File: config.mk
export PLATFORM = sky130hd
export DESIGN_NAME = uart_text_tx
export DESIGN_NICKNAME = d
export VERILOG_FILES = /design/src/rtl/uart_pkg.sv /design/src/rtl/sync_fifo.sv /design/src/rtl/uart_text_tx.sv
export SDC_FILE = /design/constraint.sdc
export NUM_CORES = 1
export LEC_CHECK = 0
export ABC_AREA = 1
export CAP_MARGIN = 20
export CORE_UTILIZATION = 50
export DETAILED_ROUTE_END_ITERATION = 6
export HOLD_SLACK_MARGIN = 0.05
export PLACE_DENSITY_LB_ADDON = 0.1
export SYNTH_ARGS = -nofsm -noshare
export SYNTH_HDL_FRONTEND = slang
export SYNTH_SLANG_ARGS = --single-unit
File: constraint.sdc
create_clock -name clk -period 2.5 [get_ports clk]
set_clock_uncertainty 0.2 [all_clocks]
set_input_delay 0.5 -clock clk [delete_from_list [all_inputs] [get_ports clk]]
set_output_delay 0.5 -clock clk [all_outputs]
set_load 0.005 [all_outputs]
File: src/rtl/uart_pkg.sv
// Shared definitions for the text-console UART transmit and receive paths.
package uart_pkg;

    localparam logic [1:0] ST_IDLE  = 2'd0;
    localparam logic [1:0] ST_START = 2'd1;
    localparam logic [1:0] ST_DATA  = 2'd2;
    localparam logic [1:0] ST_STOP  = 2'd3;

    localparam logic [7:0] ASCII_CR = 8'h0D;
    localparam logic [7:0] ASCII_LF = 8'h0A;

    // Clock cycles per bit, truncated.
    function automatic int unsigned baud_div(input int unsigned clk_freq, input int unsigned baud);
        return clk_freq / baud;
    endfunction

endpackage

File: src/rtl/sync_fifo.sv
// Single-clock FIFO with wrap-around pointers one bit wider than the address.
// The caller must not push when full or pop when empty.
module sync_fifo #(
    parameter int unsigned WIDTH = 8,
    parameter int unsigned DEPTH = 16
) (
    input  logic             clk,
    input  logic             reset,
    input  logic             push_i,
    input  logic             pop_i,
    input  logic [WIDTH-1:0] wdata_i,
    output logic [WIDTH-1:0] rdata_o,
    output logic             full_o,
    output logic             empty_o
);
    localparam int unsigned AW = $clog2(DEPTH);

    logic [AW:0]      wptr_q, rptr_q;
    logic [WIDTH-1:0] mem_q [DEPTH];

    // NOTE: sequential state uses non-blocking assignments so every flop samples pre-edge values.
    always_ff @(posedge clk or posedge reset) begin
        if (reset) begin
            wptr_q <= '0;
            rptr_q <= '0;
        end else begin
            if (push_i) wptr_q <= wptr_q + 1'b1;
            if (pop_i)  rptr_q <= rptr_q + 1'b1;
        end
    end

    // NOTE: the storage array has no reset; the pointers alone define which entries are valid.
    always_ff @(posedge clk) begin
        if (push_i) mem_q[wptr_q[AW-1:0]] <= wdata_i;
    end

    assign rdata_o = mem_q[rptr_q[AW-1:0]];
    assign full_o  = (wptr_q[AW] != rptr_q[AW]) && (wptr_q[AW-1:0] == rptr_q[AW-1:0]);
    assign empty_o = (wptr_q == rptr_q);

endmodule

File: src/rtl/uart_text_tx.sv
// Text-console UART transmitter: write FIFO, 8N1 serializer, optional CR -> CR+LF expansion.
// The line register follows the FSM by one cycle, giving a two-edge write-to-start latency.
module uart_text_tx
    import uart_pkg::*;
#(
    parameter int unsigned CLK_FREQ    = 100_000_000,
    parameter int unsigned BAUD        = 9600,
    parameter int unsigned FIFO_DEPTH  = 16,
    parameter int unsigned CRLF_EXPAND = 1
) (
    input  logic       clk,
    input  logic       reset,
    input  logic       wr_en,
    input  logic [7:0] wr_data,
    output logic       full,
    output logic       overflow,
    output logic       busy,
    output logic       tx
);
    localparam int unsigned    DIV      = baud_div(CLK_FREQ, BAUD);
    localparam int unsigned    CW       = $clog2(DIV);
    localparam logic [CW-1:0]  CNT_LAST = CW'(DIV - 1);

    logic [1:0]    state_q, state_d;
    logic [CW-1:0] cnt_q, cnt_d;
    logic [2:0]    idx_q, idx_d;
    logic [7:0]    shift_q, shift_d;
    logic          lf_q, lf_d;
    logic          tx_q, tx_d;
    logic          ovf_q;

    logic       fifo_push, fifo_pop, fifo_full, fifo_empty;
    logic [7:0] fifo_rdata;
    logic       bit_done, head_is_cr;

    // Full is judged on the pre-edge occupancy, so a same-edge pop never rescues a write.
    assign fifo_push = wr_en && !fifo_full;

    sync_fifo #(
        .WIDTH (8),
        .DEPTH (FIFO_DEPTH)
    ) u_fifo (
        .clk     (clk),
        .reset   (reset),
        .push_i  (fifo_push),
        .pop_i   (fifo_pop),
        .wdata_i (wr_data),
        .rdata_o (fifo_rdata),
        .full_o  (fifo_full),
        .empty_o (fifo_empty)
    );

    assign bit_done   = (cnt_q == CNT_LAST);
    assign head_is_cr = (CRLF_EXPAND != 0) && (fifo_rdata == ASCII_CR);

    // NOTE: every combinational output gets a default first, so no path leaves a latch behind.
    always_comb begin
        state_d  = state_q;
        cnt_d    = bit_done ? '0 : cnt_q + 1'b1;
        idx_d    = idx_q;
        shift_d  = shift_q;
        lf_d     = lf_q;
        fifo_pop = 1'b0;
        tx_d     = 1'b1;
        case (state_q)
            ST_IDLE: begin
                cnt_d = '0;
                idx_d = '0;
                if (!fifo_empty) begin
                    fifo_pop = 1'b1;
                    shift_d  = fifo_rdata;
                    lf_d     = head_is_cr;
                    state_d  = ST_START;
                end
            end
            ST_START: begin
                tx_d = 1'b0;
                if (bit_done) begin
                    state_d = ST_DATA;
                    idx_d   = '0;
                end
            end
            ST_DATA: begin
                tx_d = shift_q[idx_q];
                if (bit_done) begin
                    if (idx_q == 3'd7) state_d = ST_STOP;
                    else               idx_d   = idx_q + 3'd1;
                end
            end
            ST_STOP: begin
                if (bit_done) begin
                    // A pending LF takes priority over the FIFO and never expands again.
                    if (lf_q) begin
                        shift_d = ASCII_LF;
                        lf_d    = 1'b0;
                        state_d = ST_START;
                    end else if (!fifo_empty) begin
                        fifo_pop = 1'b1;
                        shift_d  = fifo_rdata;
                        lf_d     = head_is_cr;
                        state_d  = ST_START;
                    end else begin
                        state_d = ST_IDLE;
                    end
                end
            end
            default: state_d = ST_IDLE;
        endcase
    end

    always_ff @(posedge clk or posedge reset) begin
        if (reset) begin
            state_q <= ST_IDLE;
            cnt_q   <= '0;
            idx_q   <= '0;
            shift_q <= '0;
            lf_q    <= 1'b0;
            tx_q    <= 1'b1;
            ovf_q   <= 1'b0;
        end else begin
            state_q <= state_d;
            cnt_q   <= cnt_d;
            idx_q   <= idx_d;
            shift_q <= shift_d;
            lf_q    <= lf_d;
            tx_q    <= tx_d;
            ovf_q   <= ovf_q | (wr_en & fifo_full);
        end
    end

    assign tx       = tx_q;
    assign full     = fifo_full;
    assign overflow = ovf_q;
    assign busy     = (state_q != ST_IDLE) || !fifo_empty;

endmodule

==> results.py, run 1 <==
metrics = {
    "clock_tree": {
        "htree_levels": 4,
        "root_buffer": "clkbuf_16",
        "clock_latency_ns": 0.43,
        "cts_tree": "yes",
        "clockBufferDepth": 2,
        "cts_buffers": 17,
        "clkTransAtPathRegs_ns": 0.07,
        "clock_sinks": 168,
    },
    "cells_and_area": {
        "areaGrowthSynthToFinish_pct": 16.78,
        "final_nets": 829,
        "drive_above_1_share": 0.1184,
        "final_util": 0.5975,
        "layout_common_cells": "nand2_1 (185), nor2_1 (129), edfxtp_1 (128), inv_1 (63), o21ai_0 (56)",
        "diodes": 0,
        "final_common_cell": "nand2_1",
    },
    "pwr": {
        "switching_share": 0.2524,
        "seq_power_share": 0.494,
        "leakage_nw": 3.628,
        "max-vdd-ir-drop_v": 0.0009266,
        "combPwrFrac": 0.125,
        "clockPowerShare": 0.380,
        "p_sw_w": 0.001717,
        "finalPower_w": 0.006802,
        "intPower_w": 0.005086,
        "powerDensity_nw_per_um2": 783.4,
    },
    "synthesis": {
        "syn-num-nets": 774,
        "synth_area_leaders": "edfxtp_1 (52%), dfrtp_1 (13%), nand2_1 (9.4%), nor2_1 (6.7%), o21ai_0 (3.8%)",
        "yosysSeqAreaShare": 0.6517,
        "synth_top_area_frac": 0.5169,
        "synth.cell_area_um2": 7436,
        "synth_warnings": 0,
        "ys_types": 28,
        "synthCells": 751,
        "yosysTopAreaCell": "edfxtp_1",
        "syn_area_per_cell_um2": 9.901,
        "synth_seq_cells": 168,
    },
    "place": {
        "hpwl_mm": 10.70,
        "portBuffers": 14,
        "place_congestion": 0.9259,
    },
    "routing": {
        "dr.pass1.iters": 5,
        "routed_wirelength_mm": 16.65,
        "drt-initial-drc-count": 369,
        "viasPerCell": 5.266,
        "num_vias": 5282,
        "drc_errors": 0,
        "wire_per_inst_um": 16.60,
        "postRouteAntennaNets": 0,
    },
    "floorplan": {
        "io-pin-count": 15,
        "core-area_um2": 14530,
        "dieWidth_um": 124.0,
        "row_count": 44,
        "die_area_um2": 15360,
        "start_util": 0.5116,
        "dieHeight_um": 124.0,
    },
    "sta": {
        "tightest_slew_ns": 0.7282,
        "fmax_mhz": 412.8,
        "max_slew_margin": 0.5130,
        "tns_ns": 0,
        "drv_slew": 0,
        "hold_slack_ns": 0.2546,
        "setup_violations": 0,
        "finalCritPeriodShare": 0.9689,
        "hold_viol": 0,
        "fin_crit_ns": 2.422,
    },
    "setup_path": {
        "crit_path_start_kind": "flop",
        "critPathArrivalTime_ns": 1.72,
        "critPathKind": "reg2out",
        "endpoint_kind": "output port",
        "critPathBufInv": 3,
        "cp_top_family": "simple AND/OR/NAND/NOR gates",
        "slowest_stage": "dfrtp_1",
        "reg2reg_slack_ns": 0.19,
        "crit_path_max_fanout": 4,
        "critPathMaxStageDelay_ns": 0.41,
        "worstPathCellList": "inv_2 > nand2_1 > nand2_2 > nor2_4 > nand3_2 > nor2_4 > inv_2 > dlygate4sd2_1",
        "required_ns": 1.80,
    },
    "grt": {
        "grt_usage": 0.2362,
        "use_met2": 0.3795,
        "antenna_found_initial": 0,
        "overflow": 0,
        "grt_util_met1": 0.3105,
        "grt_max_degree": 63,
        "grt_pass1_wl_mm": 26.21,
        "gr-usage-met3": 0.05311,
        "grt_busiest_layer": "met2",
        "grt_pass1_vias": 5099,
    },
    "flow_run": {
        "maxCapViolations": 0,
    },
    "outcome": {
        "status": "finished, final reports clean",
    },
    "min_path": {
        "hold_class": "reg2reg",
    },
}
[worst paths after layout]
path                       depth (start not counted)              from            endpoint
max                                                8  u_fifo.rptr_q[2]                busy
min in group asynchronous                          2             reset          shift_q[6]
max in group asynchronous                          3             reset                  tx
min reg2reg                                        1          overflow            overflow
min                                                1          overflow            overflow
max reg2reg                                       11  u_fifo.wptr_q[0]  u_fifo.mem_q[6][6]
[metal layers]
| layer | part of all wire | wire [um] | vias up |
|---|---|---|---|
| met1 | 0.43 | 7240 | 2503 |
| met5 | 0 | 0 | - |
| met2 | 0.48 | 8076 | 171 |
| met4 | 0.024 | 400 | 0 |
| li1 | - | - | 2582 |
| met3 | 0.056 | 936 | 26 |
[area by class of cell]
class	count	area, um2
Clock buffer	20	436.7
Clock inverter	12	140.1
Fill cell	1255	5851
Inverter	75	281.5
Multi-Input combinational cell	484	2238
Sequential cell	168	4847
Tap cell	184	230.2
Timing Repair Buffer	60	509.2
[worst reg2reg max path: cells and delay by family (launching register included)]
family | cells | cell delay, ns
buf+inv | 4 | 0.61
flops | 1 | 0.42
simple gates | 7 | 0.80
[power groups by stage]
stage	clock, W	combinational (W)	sequential (W)
after floorplan	0	0.000370	0.00341
after global placement	0	0.000645	0.00342
after detailed placement	0	0.000660	0.00343
after CTS	0.00263	0.000785	0.00336
after global routing	0.00273	0.000926	0.00338
final	0.00259	0.000851	0.00336
[metrics by stage]
step	setup slack, ns	instances	area [um2]
3_5_place_dp	0.1393	959	7973
5_1_grt	-0.009412	1003	8683
6_report	0.07775	1003	8683
3_3_place_gp	0.1700	959	7973
4_1_cts	0.06153	1000	8650
2_1_floorplan	0.3766	751	7436
[flip-flops by register name, summed over array words and instances (netlist names)]
name and count:
shift_q 8, u_fifo.mem_q 128, cnt_q 14, idx_q 3
u_fifo.wptr_q 5, tx 1, lf_q 1, overflow 1
u_fifo.rptr_q 5, state_q 2
[Yosys cell counts]
cell,instances
nor3b_1,1
nand3_1,41
o22ai_1,3
edfxtp_1,128
o21ai_0,56
o21ai_1,5
ha_1,12
clkinv_1,2
inv_1,66
dfstp_2,1
nand2_1,187
nor2_1,132
or2_1,1
buf_2,14
buf_4,2
nand4_1,6
a21oi_1,16
nor3_1,3
inv_2,7
xor2_1,11
o221ai_1,1
dfrtp_1,39
clkbuf_1,8
a31oi_1,1
xnor2_1,1
nor2_2,2
a21o_1,1
o211ai_1,4
[kinds of logic (layout without fill, tap and decap cells)]
kind of cell,Yosys count,after routing,synth area share
simple gates,373,373,0.1992
flops,168,168,0.6517
buf+inv,99,167,0.05334
compound gates,87,87,0.06142
fa+ha+maj,12,12,0.02019
xor+xnor,12,12,0.01413
[what timing repair did]
action,in CTS,in global routing
setup endpoints to repair,2,1
buffers inserted,9,3
pin swaps,4,4
hold endpoints to repair,0,0
resized for setup,12,5
hold buffers,0,0
(Power assumes the default switching activity.)
==> run 2: changes to the inputs <==
--- a/config.mk
+++ b/config.mk
@@ -10,6 +10,7 @@
 export CORE_UTILIZATION = 50
 export DETAILED_ROUTE_END_ITERATION = 6
 export HOLD_SLACK_MARGIN = 0.05
+export MAX_ROUTING_LAYER = met4
 export PLACE_DENSITY_LB_ADDON = 0.1
 export SYNTH_ARGS = -nofsm -noshare
 export SYNTH_HDL_FRONTEND = slang
==> run 2 against run 1 <==
Effect of this change:
- the run now ends with DRC left
- combinational power barely moved
- fmax hardly changed
- non-clock buffer count is the same
- design area is the same
- worst setup slack lost 0.0018 ns
- first-iteration DRC count increased by 13%
- critical path type unchanged
==> results.py, run 2 (synthesis results as in run 1) <==
metrics = {
    "clock_tree": {
        "cts_tree": "yes",
        "clkTransAtPathRegs_ns": 0.07,
        "clockBufferDepth": 2,
        "clock_sinks": 168,
        "cts_buffers": 17,
        "root_buffer": "clkbuf_16",
        "clock_latency_ns": 0.43,
        "hold_buffers": 0,
        "htree_levels": 4,
    },
    "sta": {
        "drv_slew": 0,
        "fin_crit_ns": 2.424,
        "setup_violations": 0,
        "fmax_mhz": 412.5,
        "finalCritPeriodShare": 0.9696,
        "hold_viol": 0,
        "max_slew_margin": 0.5209,
        "tightest_slew_ns": 0.7164,
    },
    "cells_and_area": {
        "layout_common_cells": "nand2_1 (185), nor2_1 (129), edfxtp_1 (128), inv_1 (63), o21ai_0 (56)",
        "areaGrowthSynthToFinish_pct": 16.78,
        "final_cell_area_um2": 8683,
        "fillers": 1255,
        "final_nets": 829,
        "largest_register_ffs": 128,
        "drive_above_1_share": 0.1184,
        "diodes": 0,
        "final_common_cell": "nand2_1",
        "register_area_um2": 4847,
        "multiInputGateArea_um2": 2238,
    },
    "routing": {
        "routed_wirelength_mm": 16.70,
        "viasPerCell": 5.258,
        "wire_per_inst_um": 16.65,
        "wl_met3_mm": 1.017,
        "met1_length_mm": 7.261,
        "wl_met2_mm": 8.020,
        "postRouteAntennaNets": 0,
        "drt-initial-drc-count": 417,
        "num_vias": 5274,
        "routed.top_layer": "met4",
        "dr.pass1.iters": 7,
        "drc_errors": 3,
    },
    "setup_path": {
        "worstPathCellList": "inv_2 > nand2_1 > nand2_2 > nor2_4 > nand3_2 > nor2_4 > inv_2 > dlygate4sd2_1",
        "cp_top_family": "simple AND/OR/NAND/NOR gates",
        "critPathMaxStageDelay_ns": 0.41,
        "crit_path_start_kind": "flop",
        "critPathKind": "reg2out",
        "slowest_stage": "dfrtp_1",
        "required_ns": 1.80,
        "crit_path_max_fanout": 4,
        "endpoint_kind": "output port",
        "critPathBufInv": 3,
        "critPathArrivalTime_ns": 1.72,
    },
    "floorplan": {
        "dieWidth_um": 124.0,
        "core-area_um2": 14530,
        "io-pin-count": 15,
        "die_area_um2": 15360,
        "row_count": 44,
        "dieHeight_um": 124.0,
        "start_util": 0.5116,
    },
    "min_path": {
        "hold_class": "reg2reg",
    },
    "grt": {
        "grt_usage": 0.2432,
        "grt_pass1_vias": 5111,
        "grt_max_degree": 63,
        "overflow": 0,
        "antenna_found_initial": 0,
        "grt_pass1_wl_mm": 26.18,
    },
    "outcome": {
        "violations": "DRC",
        "status": "complete, but fails checks",
    },
    "place": {
        "place_area_um2": 7973,
        "hpwl_mm": 10.70,
        "portBuffers": 14,
        "place_congestion": 0.9423,
    },
    "pwr": {
        "finalPower_w": 0.006805,
        "max-vdd-ir-drop_v": 0.0009193,
        "powerDensity_nw_per_um2": 783.7,
        "leakage_nw": 3.628,
    },
    "flow_run": {
        "maxCapViolations": 0,
    },
}
[run 2: cell counts in the layout (fill, tap and decap cells not counted)]
No cell type changed its count.
[run 2: path summary, 6_finish.rpt]
path / to / slack, ns / from / cells past startpoint
max in group asynchronous: tx / 1.26 / reset / 3
setup reg to reg: u_fifo.mem_q[6][4] / 0.17 / u_fifo.wptr_q[0] / 11
hold / removal: overflow / 0.25 / overflow / 1
hold reg to reg: overflow / 0.25 / overflow / 1
min in group asynchronous: shift_q[6] / 0.26 / reset / 2
setup / recovery: busy / 0.08 / u_fifo.rptr_q[2] / 8
[run 2: layout make-up]
type,instances,share of cell area
tap,184,0.02651
timing repair buffer,60,0.05865
clock buffer,20,0.05029
clock inverter,12,0.01614
inverter,75,0.03242
sequential,168,0.5582
multi-input combinational,484,0.2578
[run 2: what timing repair did]
action | 4_1_cts | 5_1_grt
pin swaps | 4 | 4
endpoints found under the setup margin | 2 | 1
gates resized for setup | 12 | 5
buffers inserted | 9 | 3
[run 2: layer usage]
metal / up-vias / track usage
met4: 0 / 0.09598
li1: 2582 / -
met3: 28 / 0.05449
met2: 163 / 0.3799
met1: 2501 / 0.3093
met5: - / -
[run 2: where the power goes]
group	total (W)	internal, W	switching [W]
logic	0.000853	0.000320	0.000533
registers	0.00336	0.00328	0.0000860
clock network	0.00259	0.00149	0.00110
total	0.00681	0.00509	0.00172
[run 2: stage by stage]
stage	instances	utilization	setup WS (ns)	TNS, ns	hold WS, ns
floorplan	751	-	0.3766	0	0.2329
global placement	959	0.5486	0.1700	0	0.2395
detailed placement	959	0.5486	0.1393	0	0.2448
CTS	1000	0.5951	0.06153	0	0.2593
global route	1003	0.5975	-0.01083	-0.01572	0.2952
finish	1003	0.5975	0.07592	0	0.2545
